`src/rtl/block_interleaver.sv`:
```
// Ping-pong block interleaver/deinterleaver: one bank fills with the current
// block in natural order while the other is read out in permuted order.
module block_interleaver #(
  parameter int W    = 1,
  parameter int ROWS = 4,
  parameter int COLS = 4
) (
  input  logic         clk,
  input  logic         rst,
  input  logic         clr,
  input  logic         mode,
  input  logic         valid_i,
  input  logic [W-1:0] data_i,
  output logic         valid_o,
  output logic [W-1:0] data_o,
  output logic         sof_o
);

  localparam int N  = ROWS * COLS;
  localparam int KW = $clog2(N);

  logic [KW-1:0] k_p0;
  logic          bank_p0;
  logic          primed_p0;
  logic          mode_lat_p0;

  logic [W-1:0]  mem [2][N];

  logic          acc;
  logic          k_first;
  logic          k_last;
  logic          mode_rd;
  logic [KW-1:0] rd_addr;

  // Row-major write, column-major read for interleave; transpose for deinterleave.
  function automatic logic [KW-1:0] perm_addr(input logic [KW-1:0] kk, input logic m);
    int ki;
    ki = int'(kk);
    if (m)
      return KW'((ki % COLS) * ROWS + ki / COLS);
    else
      return KW'((ki % ROWS) * COLS + ki / ROWS);
  endfunction

  always_comb begin
    acc     = valid_i & ~clr;
    k_first = (k_p0 == '0);
    k_last  = (k_p0 == KW'(N - 1));
    // The first sample of a block uses the incoming mode, the rest the latched one.
    mode_rd = k_first ? mode : mode_lat_p0;
    rd_addr = perm_addr(k_p0, mode_rd);
  end

  always_ff @(posedge clk) begin
    if (acc)
      mem[bank_p0][k_p0] <= data_i;
  end

  // Stage p0 -> output: control advance and registered read of the other bank
  always_ff @(posedge clk or negedge rst) begin
    if (!rst) begin
      k_p0        <= '0;
      bank_p0     <= 1'b0;
      primed_p0   <= 1'b0;
      mode_lat_p0 <= 1'b0;
      valid_o     <= 1'b0;
      sof_o       <= 1'b0;
      data_o      <= '0;
    end else if (clr) begin
      k_p0      <= '0;
      bank_p0   <= 1'b0;
      primed_p0 <= 1'b0;
      valid_o   <= 1'b0;
      sof_o     <= 1'b0;
    end else if (valid_i) begin
      if (k_first)
        mode_lat_p0 <= mode;
      valid_o <= primed_p0;
      sof_o   <= primed_p0 & k_first;
      if (primed_p0)
        data_o <= mem[~bank_p0][rd_addr];
      if (k_last) begin
        k_p0      <= '0;
        bank_p0   <= ~bank_p0;
        primed_p0 <= 1'b1;
      end else begin
        k_p0 <= k_p0 + KW'(1);
      end
    end else begin
      valid_o <= 1'b0;
      sof_o   <= 1'b0;
    end
  end

endmodule

```
`config.mk`:
```
export PLATFORM = sky130hd
export DESIGN_NAME = block_interleaver
export DESIGN_NICKNAME = d
export VERILOG_FILES = /design/src/rtl/block_interleaver.sv
export SDC_FILE = /design/constraint.sdc
export NUM_CORES = 1
export LEC_CHECK = 0
export BUFFER_PORTS_ARGS = -buffer_cell sky130_fd_sc_hd__buf_2
export CORE_MARGIN = 4
export CORE_UTILIZATION = 54
export CTS_CLUSTER_SIZE = 10
export DETAILED_ROUTE_END_ITERATION = 7
export MAX_ROUTING_LAYER = met4
export PLACE_DENSITY = 0.74
export REMOVE_ABC_BUFFERS = 1
export SYNTH_ARGS = -nofsm -noshare
export SYNTH_HDL_FRONTEND = slang
export SYNTH_SLANG_ARGS = --single-unit
```
`constraint.sdc`:
```
create_clock -name clk -period 1.6 [get_ports clk]
set_clock_uncertainty 0.1 [all_clocks]
set_input_delay 0.24 -clock clk [delete_from_list [all_inputs] [get_ports clk]]
set_output_delay 0.24 -clock clk [all_outputs]
set_load 0.02 [all_outputs]
```
==> results.json, run 1 <==
{
  "violations": "setup timing",
  "worstSetupEndpointType": "flip-flop",
  "clkLatencyLatePin_ns": 0.34,
  "fmax_ghz": 0.584,
  "num_io_pins": 9,
  "synthMuxAreaShare_pct": 11.3,
  "vdd_ir_drop_max_mv": 0.606,
  "synth_compound_area_share_pct": 3.49,
  "antenna_found_initial": 0,
  "fin_ws_ns": -0.111,
  "first_global_vias": 1325,
  "worstPathArrival_ns": 1.84,
  "cp_top_family": "multiplexers",
  "swShare_pct": 21.4,
  "setup_viol": 5,
  "reg2reg_depth": 4,
  "maxCapViolCount": 0,
  "worst_pin_slew_ns": 0.462,
  "yosysSeqAreaShare_pct": 62.5,
  "drc": 0,
  "power_frac_comb_pct": 6.4,
  "synth_top_family_by_area": "simple AND/OR/NAND/NOR gates",
  "cts_buffer_depth": 2,
  "power_switching_uw": 375,
  "rsz0062_at_grt": "yes",
  "overflow": 0,
  "cts_root_buf": "clkbuf_4",
  "grt_first_pass_wirelength_mm": 6.44,
  "synth-simple-area-share_pct": 15.5,
  "wl_per_cell_um": 16.8,
  "syn_inst": 149,
  "antenna_cells": 0,
  "p_total_uw": 1750,
  "synthAdderAreaFrac_pct": 3.30,
  "status": "finished with violations",
  "syn_avg_cell_area_um2": 12.7,
  "crit_chain": "mux4_2 -> mux2_2 -> o221ai_2 -> nand3_1",
  "final_common_cell": "edfxtp_1",
  "fin_crit_sh_pct": 107,
  "placed_area_um2": 2100,
  "hold_class": "in2reg",
  "pwr-share-seq_pct": 66.5,
  "initialDrtViolationCount": 90,
  "cts_sinks": 41,
  "hpwl_mm": 2.64,
  "ant_nets": 0,
  "grt_usage_pct": 20.5,
  "via_per_inst": 5.55,
  "drive_gt1_share_pct": 30.2,
  "synth_xor_area_share_pct": 0.923,
  "cp-start-kind": "flip-flop",
  "cts_tree": "done",
  "area_delta_synth_final_pct": 17.7,
  "crit_required_ns": 1.73,
  "hold_viol": 0,
  "drt_pre_antenna_iters": 4,
  "p_clk_share_pct": 27.1,
  "crit_fanout": 3,
  "powerDensity_nw_per_um2": 785,
  "syn_area_um2": 1900,
  "crit_type": "reg2reg",
  "final_max_slew_viol_count": 0,
  "core_region_area_um2": 3360,
  "cpPeakStageDelay_ns": 0.51,
  "p_leak_uw": 0.000794,
  "rows": 21,
  "yosys_warnings": 0,
  "cts.clk_slew.worst_paths_ns": 0.11,
  "fin_area_um2": 2230,
  "layout.nets": 189,
  "die_w_um": 67.3,
  "internal-power_uw": 1380,
  "drt_wl_total_mm": 3.77,
  "die_h_um": 67.3,
  "initial_core_util_pct": 56.4,
  "slew_headroom_pct": 69.2,
  "synthDistinctLibCells": 28,
  "h-tree-depth": 2,
  "critical-path-slowest-cell": "mux4_2",
  "min_period_ns": 1.71,
  "portBuffers": 7,
  "grt_max_degree": 33,
  "dieArea_um2": 4530,
  "gp_congestion": 0.867,
  "final_cell_mix": "edfxtp_1, nor2_1, buf_4",
  "cp.depth": 4,
  "min_path_cells": 3,
  "ys_ff_latch": 41,
  "via_count": 1249,
  "numCtsBuffers": 5,
  "path_buf_inv": 0
}
## power by group through the flow
stage | Clock, uW | Sequential, uW | Combinational, uW
detailed placement | 0 | 1190 | 99.5
finish | 475 | 1160 | 113
CTS | 488 | 1160 | 109
floorplan | 0 | 1190 | 33.6
global route | 540 | 1170 | 124
global placement | 0 | 1190 | 95.8
## Yosys cell counts
cell type | n | area share (%)
nor2_1 | 36 | 7.1
edfxtp_1 | 32 | 51
nand2_1 | 12 | 2.4
dfrtp_1 | 9 | 12
clkbuf_1 | 5 | 0.99
ha_1 | 5 | 3.3
inv_1 | 5 | 0.99
mux2i_1 | 5 | 2.6
a21oi_1 | 4 | 1.1
mux4_2 | 4 | 4.7
nor3_1 | 4 | 1.1
nor2b_1 | 3 | 0.99
o221ai_1 | 3 | 1.4
and3_1 | 2 | 0.66
mux2_2 | 2 | 1.2
mux4_1 | 2 | 2.8
nand2b_1 | 2 | 0.66
nand3_1 | 2 | 0.53
nand3b_1 | 2 | 0.79
xor2_1 | 2 | 0.92
buf_4 | 1 | 0.40
buf_6 | 1 | 0.59
nand4_1 | 1 | 0.33
nor4_1 | 1 | 0.33
o21ai_0 | 1 | 0.26
o221ai_2 | 1 | 0.79
or2_2 | 1 | 0.33
or3_1 | 1 | 0.33
## through the flow
step | TNS [ns] | worst slack [ns] | instances | util (%) | hold WS [ns]
5_1_grt | -1.66 | -0.171 | 225 | 66.4 | 0.0978
2_1_floorplan | -0.448 | -0.448 | 142 | - | -0.156
4_1_cts | -0.551 | -0.145 | 225 | 65.8 | 0.0911
6_report | -0.144 | -0.111 | 225 | 66.4 | 0.102
3_3_place_gp | -0.457 | -0.115 | 214 | 62.3 | 0.00329
3_5_place_dp | -0.809 | -0.195 | 214 | 62.3 | 0.00861
## per-layer routing
layer	GRT usage (%)	wire length (um)	up-vias
li1	-	-	590
met4	6.58	63	0
met5	-	0	-
met3	5.49	131	8
met2	32.8	1940	23
met1	25.5	1640	628
## repair_timing
item | CTS | global route
setup endpoints to repair | 9 | 27
buffers inserted | 2 | 0
hold endpoints to repair | 9 | 0
hold buffers | 1 | 0
gates resized for setup | 16 | 7
pin swaps | 3 | 2
## layout make-up
cell class | count | area [um2]
clock buffers | 8 | 48.8
inverters | 5 | 18.8
repair buffers | 29 | 218
fillers | 276 | 1130
well taps | 46 | 57.6
multi-input cells | 96 | 701
flip-flops and latches | 41 | 1190
## sequential cells by signal (all words and copies together), names as in the netlist
| name | count |
|---|---|
| bank_p0 | 1 |
| data_o | 1 |
| k_p0 | 4 |
| mem | 32 |
| primed_p0 | 1 |
| sof_o | 1 |
| valid_o | 1 |
## logic make-up (layout without fill, tap and decap cells)
| kind of cell | count (synthesis) | after routing |
|---|---|---|
| multiplexers | 13 | 13 |
| AND/OR/NAND/NOR | 67 | 67 |
| XOR/XNOR | 2 | 2 |
| buffers and inverters | 12 | 42 |
| adder cells (fa/ha/maj) | 5 | 5 |
| flip-flops | 41 | 41 |
| AO/OA/AOI/OAI | 9 | 9 |
## worst min-delay path: cells and delay by family
family | cells | cell delay [ns]
buffers and inverters | 2 | 0.23
AOI/OAI and AO/OA | 1 | 0.05
## path summary, 6_finish.rpt
kind,slack (ns),startpoint,to
max in group asynchronous,1.02,rst,k_p0[2]
min,0.10,clr,primed_p0
min in group asynchronous,0.17,rst,k_p0[1]
min reg2reg,0.45,primed_p0,sof_o
max,-0.11,bank_p0,data_o
max reg2reg,-0.11,bank_p0,data_o
Note: power is estimated with default switching activity, not from simulation.
==> inputs of run 2 (changes only) <==
--- a/config.mk
+++ b/config.mk
@@ -7,11 +7,10 @@
 export LEC_CHECK = 0
 export BUFFER_PORTS_ARGS = -buffer_cell sky130_fd_sc_hd__buf_2
 export CORE_MARGIN = 4
-export CORE_UTILIZATION = 54
+export CORE_UTILIZATION = 42
 export CTS_CLUSTER_SIZE = 10
 export DETAILED_ROUTE_END_ITERATION = 7
 export MAX_ROUTING_LAYER = met4
-export PLACE_DENSITY = 0.74
 export REMOVE_ABC_BUFFERS = 1
 export SYNTH_ARGS = -nofsm -noshare
 export SYNTH_HDL_FRONTEND = slang
==> run 2 against run 1 <==
Against the previous run:
- the run still ends with setup timing left
- critical path depth did not move
- via count fell by 1.5%
- clock power rose by 35%
- flip-flop and latch count did not move
- core utilization fell by 13 points
- worst hold slack improved by 0.052 ns
- die area rose by 25%
- critical endpoint unchanged
- largest cell class unchanged
==> results.json, run 2 (synthesized netlist as in run 1, its figures left out) <==
{
  "status": "finished with violations",
  "violations": "setup timing",
  "powerDensity_nw_per_um2": 825,
  "swShare_pct": 21.4,
  "p_leak_uw": 0.000829,
  "cts.clk_slew.worst_paths_ns": 0.08,
  "fin_ws_ns": -0.133,
  "min_path_cells": 3,
  "area_delta_synth_final_pct": 22.8,
  "reg2reg_depth": 4,
  "ant_nets": 0,
  "finalNonFillerCells": 234,
  "wl_per_cell_um": 16.6,
  "final_max_slew_viol_count": 0,
  "core_region_area_um2": 4350,
  "grt_max_degree": 33,
  "rr_startpoint": "k_p0[2]",
  "hold_class": "in2reg",
  "hold_viol": 0,
  "drc": 0,
  "crit_fanout": 4,
  "rows": 24,
  "clkLatencyLatePin_ns": 0.29,
  "place_inst": 223,
  "antenna_cells": 0,
  "via_per_inst": 5.26,
  "fin_area_um2": 2330,
  "largest_reg_flops": 32,
  "crit_required_ns": 1.65,
  "regMostFlops": "mem",
  "setup_viol": 2,
  "gp_congestion": 0.823,
  "crit_path_start": "k_p0[2]",
  "fmax_ghz": 0.577,
  "worstPathArrival_ns": 1.79,
  "final_common_cell": "edfxtp_1",
  "p_clk_share_pct": 33.4,
  "drt_wl_total_mm": 3.89,
  "cts_root_buf": "clkbuf_8",
  "antenna_found_initial": 0,
  "final_cell_mix": "edfxtp_1, nor2_1, buf_4",
  "critical-path-slowest-cell": "mux4_2",
  "cpPeakStageDelay_ns": 0.51,
  "vdd_ir_drop_max_mv": 0.602,
  "placed_area_um2": 2130,
  "power_frac_comb_pct": 6.0,
  "rsz0062_at_grt": "yes",
  "h-tree-depth": 2,
  "overflow": 0,
  "die_h_um": 75.2,
  "portBuffers": 7,
  "via_count": 1230,
  "maxCapViolCount": 0,
  "largestRegisters": "mem (32), k_p0 (4)",
  "worst_pin_slew_ns": 0.473,
  "cp-start-kind": "flip-flop",
  "die_w_um": 75.2,
  "drive_gt1_share_pct": 36.8,
  "initial_core_util_pct": 43.6,
  "fin_util_pct": 53.5,
  "grt_usage_pct": 16.5,
  "first_global_vias": 1350,
  "cts_buffer_depth": 2,
  "numCtsBuffers": 5,
  "grt_first_pass_wirelength_mm": 6.51,
  "power_switching_uw": 412,
  "internal-power_uw": 1510,
  "crit_chain": "mux4_2 -> mux2_4 -> o221ai_2 -> nand3_1",
  "num_io_pins": 9,
  "drt_pre_antenna_iters": 4,
  "layout.nets": 192,
  "fin_crit_sh_pct": 108,
  "worstSetupEndpointType": "flip-flop",
  "cts_tree": "done",
  "min_period_ns": 1.73,
  "initialDrtViolationCount": 43,
  "min-delay-start": "clr",
  "hpwl_mm": 2.71,
  "pwr-share-seq_pct": 60.6,
  "dieArea_um2": 5660,
  "cts_sinks": 41,
  "crit_type": "reg2reg",
  "slew_headroom_pct": 68.5
}
run 2: cell type report:
cell class / instances / area, um2
fillers: 377 / 2020
flip-flops and latches: 41 / 1190
multi-input cells: 96 / 741
repair buffers: 32 / 233
clock buffers: 7 / 76.3
well taps: 52 / 65.1
inverters: 5 / 18.8
clock inverters: 1 / 5.00
run 2: worst max-delay path, delay by kind of cell, from the launching register on:
kind / cells / cell delay [ns]
AOI/OAI and AO/OA: 1 / 0.18
DFF: 1 / 0.42
muxes: 2 / 0.80
and+or+nand+nor: 1 / 0.10
run 2: power by group through the flow:
| stage | Combinational [uW] | Sequential (uW) | Clock [uW] |
|---|---|---|---|
| 5_1_grt | 129 | 1170 | 716 |
| 3_3_place_gp | 98.5 | 1190 | 0 |
| 2_1_floorplan | 33.6 | 1190 | 0 |
| 6_report | 116 | 1160 | 642 |
| 3_5_place_dp | 104 | 1190 | 0 |
| 4_1_cts | 111 | 1160 | 663 |
run 2: path summary, 6_finish.rpt:
| path | end | slack [ns] |
|---|---|---|
| max | data_o | -0.13 |
| min | k_p0[3] | 0.15 |
| max reg2reg | data_o | -0.13 |
| min reg2reg | data_o | 0.43 |
| max in group asynchronous | bank_p0 | 0.93 |
| min in group asynchronous | k_p0[2] | 0.24 |
run 2: what timing repair did:
item / in CTS / in global routing
setup endpoints to repair: 10 / 19
endpoints found under the hold margin: 9 / 0
pin swaps: 2 / 5
resized for setup: 20 / 13
hold buffers: 1 / 0
buffers inserted: 2 / 1
run 2: stage by stage:
stage	worst slack (ns)	power, uW	hold WS, ns	TNS, ns
after floorplan	-0.448	1220	-0.156	-0.448
final	-0.133	1920	0.154	-0.134
after detailed placement	-0.169	1290	0.0187	-0.468
after global placement	-0.131	1290	0.0105	-0.313
after global routing	-0.183	2010	0.148	-0.413
after CTS	-0.137	1940	0.140	-0.282
run 2: routing by layer:
layer  share of wire (%)  vias up  track usage [%]  wire [um]
met5                   0        -                -          0
met4                 2.0        0             6.41         79
met3                 4.3        7             4.81        169
met2                  51       24             26.2       1980
met1                  43      607             20.0       1660
li1                    -      592                -          -
==> inputs of run 3 (changes only) <==
--- a/config.mk
+++ b/config.mk
@@ -11,7 +11,6 @@
 export CTS_CLUSTER_SIZE = 10
 export DETAILED_ROUTE_END_ITERATION = 7
 export MAX_ROUTING_LAYER = met4
-export REMOVE_ABC_BUFFERS = 1
 export SYNTH_ARGS = -nofsm -noshare
 export SYNTH_HDL_FRONTEND = slang
 export SYNTH_SLANG_ARGS = --single-unit
==> run 3 against run 2 <==
Against the previous run:
- worst hold slack worse by 0.0087 ns
- first-iteration DRC count increased by 49%
- final cell count increased by 0.43%
- the flow still finishes with violations (setup timing)
- worst setup slack better by 0.040 ns
- core utilization up 0.32 points
- clock power is 23% higher
- largest cell class unchanged
- non-clock buffer count rose by 1
==> results.json, run 3 (synthesized netlist as in run 1, its figures left out) <==
{
  "worstPathArrival_ns": 1.77,
  "hpwl_mm": 2.68,
  "numCtsBuffers": 5,
  "crit_fanout": 4,
  "portBuffers": 7,
  "setup_viol": 5,
  "grt_max_degree": 33,
  "wl_per_cell_um": 15.5,
  "powerDensity_nw_per_um2": 882,
  "cp_top_family": "multiplexers",
  "clkLatencyLatePin_ns": 0.29,
  "cpPeakStageDelay_ns": 0.51,
  "critical-path-slowest-cell": "mux4_2",
  "die_h_um": 75.2,
  "first_global_vias": 1214,
  "p_leak_uw": 0.000845,
  "cts_sinks": 41,
  "h-tree-depth": 2,
  "die_w_um": 75.2,
  "drc": 0,
  "drt_pre_antenna_iters": 4,
  "layout.nets": 193,
  "antenna_cells": 0,
  "min-delay-start": "clr",
  "rsz0062_at_grt": "yes",
  "num_io_pins": 9,
  "crit_chain": "mux4_2 -> mux2_4 -> o221ai_2 -> nand3_1",
  "crit_required_ns": 1.68,
  "final_max_slew_viol_count": 0,
  "area_delta_synth_final_pct": 23.5,
  "reg2reg_depth": 4,
  "pre_cts_ws_ns": -0.128,
  "worstSetupEndpointType": "flip-flop",
  "cp-start-kind": "flip-flop",
  "fmax_ghz": 0.591,
  "final_common_cell": "edfxtp_1",
  "hold_class": "in2reg",
  "initial_core_util_pct": 43.6,
  "regMostFlops": "mem",
  "initialDrtViolationCount": 64,
  "fin_ws_ns": -0.0925,
  "dieArea_um2": 5660,
  "min_period_ns": 1.69,
  "rr_startpoint": "bank_p0",
  "cts_tree": "done",
  "rrSetupSlack_ns": -0.09,
  "via_count": 1212,
  "vdd_ir_drop_max_mv": 0.434,
  "status": "finished with violations",
  "grt_first_pass_wirelength_mm": 5.90,
  "cts_buffer_depth": 2,
  "path_buf_inv": 0,
  "antenna_found_initial": 0,
  "fin_crit_sh_pct": 106,
  "worst_pin_slew_ns": 0.468,
  "crit_type": "reg2reg",
  "via_per_inst": 5.16,
  "final_cell_mix": "edfxtp_1, nor2_1, buf_4",
  "largest_reg_flops": 32,
  "place_inst": 223,
  "violations": "setup timing",
  "core_region_area_um2": 4350,
  "fin_util_pct": 53.9,
  "min_path_cells": 3,
  "gp_congestion": 0.819,
  "cts.clk_slew.worst_paths_ns": 0.08,
  "maxCapViolCount": 0,
  "ant_nets": 0,
  "overflow": 0,
  "grt_usage_pct": 15.2,
  "hold_viol": 0,
  "holdPathEnd": "bank_p0",
  "finalNonFillerCells": 235,
  "largestRegisters": "mem (32), k_p0 (4)",
  "cts_root_buf": "clkbuf_8",
  "drt_wl_total_mm": 3.64,
  "rows": 24,
  "drive_gt1_share_pct": 37.2,
  "slew_headroom_pct": 68.8,
  "r2r-end": "data_o",
  "syn_nets": 160
}
==> run 3: changes by cell type in the layout (fill, tap and decap cells not counted), sizes merged <==
cell,before,now
clkbuf,7,8
clkinv,1,0
buf,31,32
==> run 3: how the worst max path moves through the flow <==
stage / start / end / slack, ns / cells after the start
6_report: bank_p0 / data_o / -0.09 / 4
5_1_grt: bank_p0 / data_o / -0.15 / 4
4_1_cts: bank_p0 / data_o / -0.11 / 4
3_5_place_dp: bank_p0 / data_o / -0.13 / 4
3_3_place_gp: k_p0[2] / data_o / -0.10 / 4
2_1_floorplan: k_p0[2] / data_o / -0.03 / 5
==> run 3: cell type report <==
| type | instances | area, um2 |
|---|---|---|
| clock buffers | 8 | 111 |
| multi-input cells | 96 | 717 |
| inverters | 5 | 18.8 |
| fillers | 374 | 2010 |
| flip-flops and latches | 41 | 1190 |
| repair buffers | 33 | 240 |
| well taps | 52 | 65.1 |
==> run 3: timing repair <==
item,in CTS,in global routing
setup endpoints to repair,15,17
hold endpoints to repair,9,0
pin swaps,3,3
buffers inserted,2,2
resized for setup,18,8
hold buffers,1,0
==> run 3: tightest hold or removal path, delay by kind of cell <==
family / cells / cell delay (ns)
simple gates: 1 / 0.05
buf+inv: 2 / 0.23
==> run 3: metrics by stage <==
step | hold WS [ns] | total power, uW | area (um2) | setup TNS [ns]
2_1_floorplan | -0.156 | 1230 | 1900 | -0.0321
3_3_place_gp | -0.00177 | 1290 | 2120 | -0.426
3_5_place_dp | 0.00562 | 1290 | 2120 | -0.495
4_1_cts | 0.134 | 2080 | 2310 | -0.231
5_1_grt | 0.142 | 2150 | 2340 | -0.935
6_report | 0.145 | 2070 | 2340 | -0.268
==> run 3: layer usage <==
layer	part of all wire, %	global-route usage (%)	vias up
met5	0	-	-
met4	1.2	5.24	0
met3	3.0	4.01	5
met2	47	23.2	13
met1	49	19.6	597
li1	-	-	597
==> run 3: power breakdown <==
group          total [uW]  internal (uW)  switching (uW)
logic                 114           48.6            65.5
registers            1170           1160            8.06
clock network         789            446             343
total                2070           1650             417
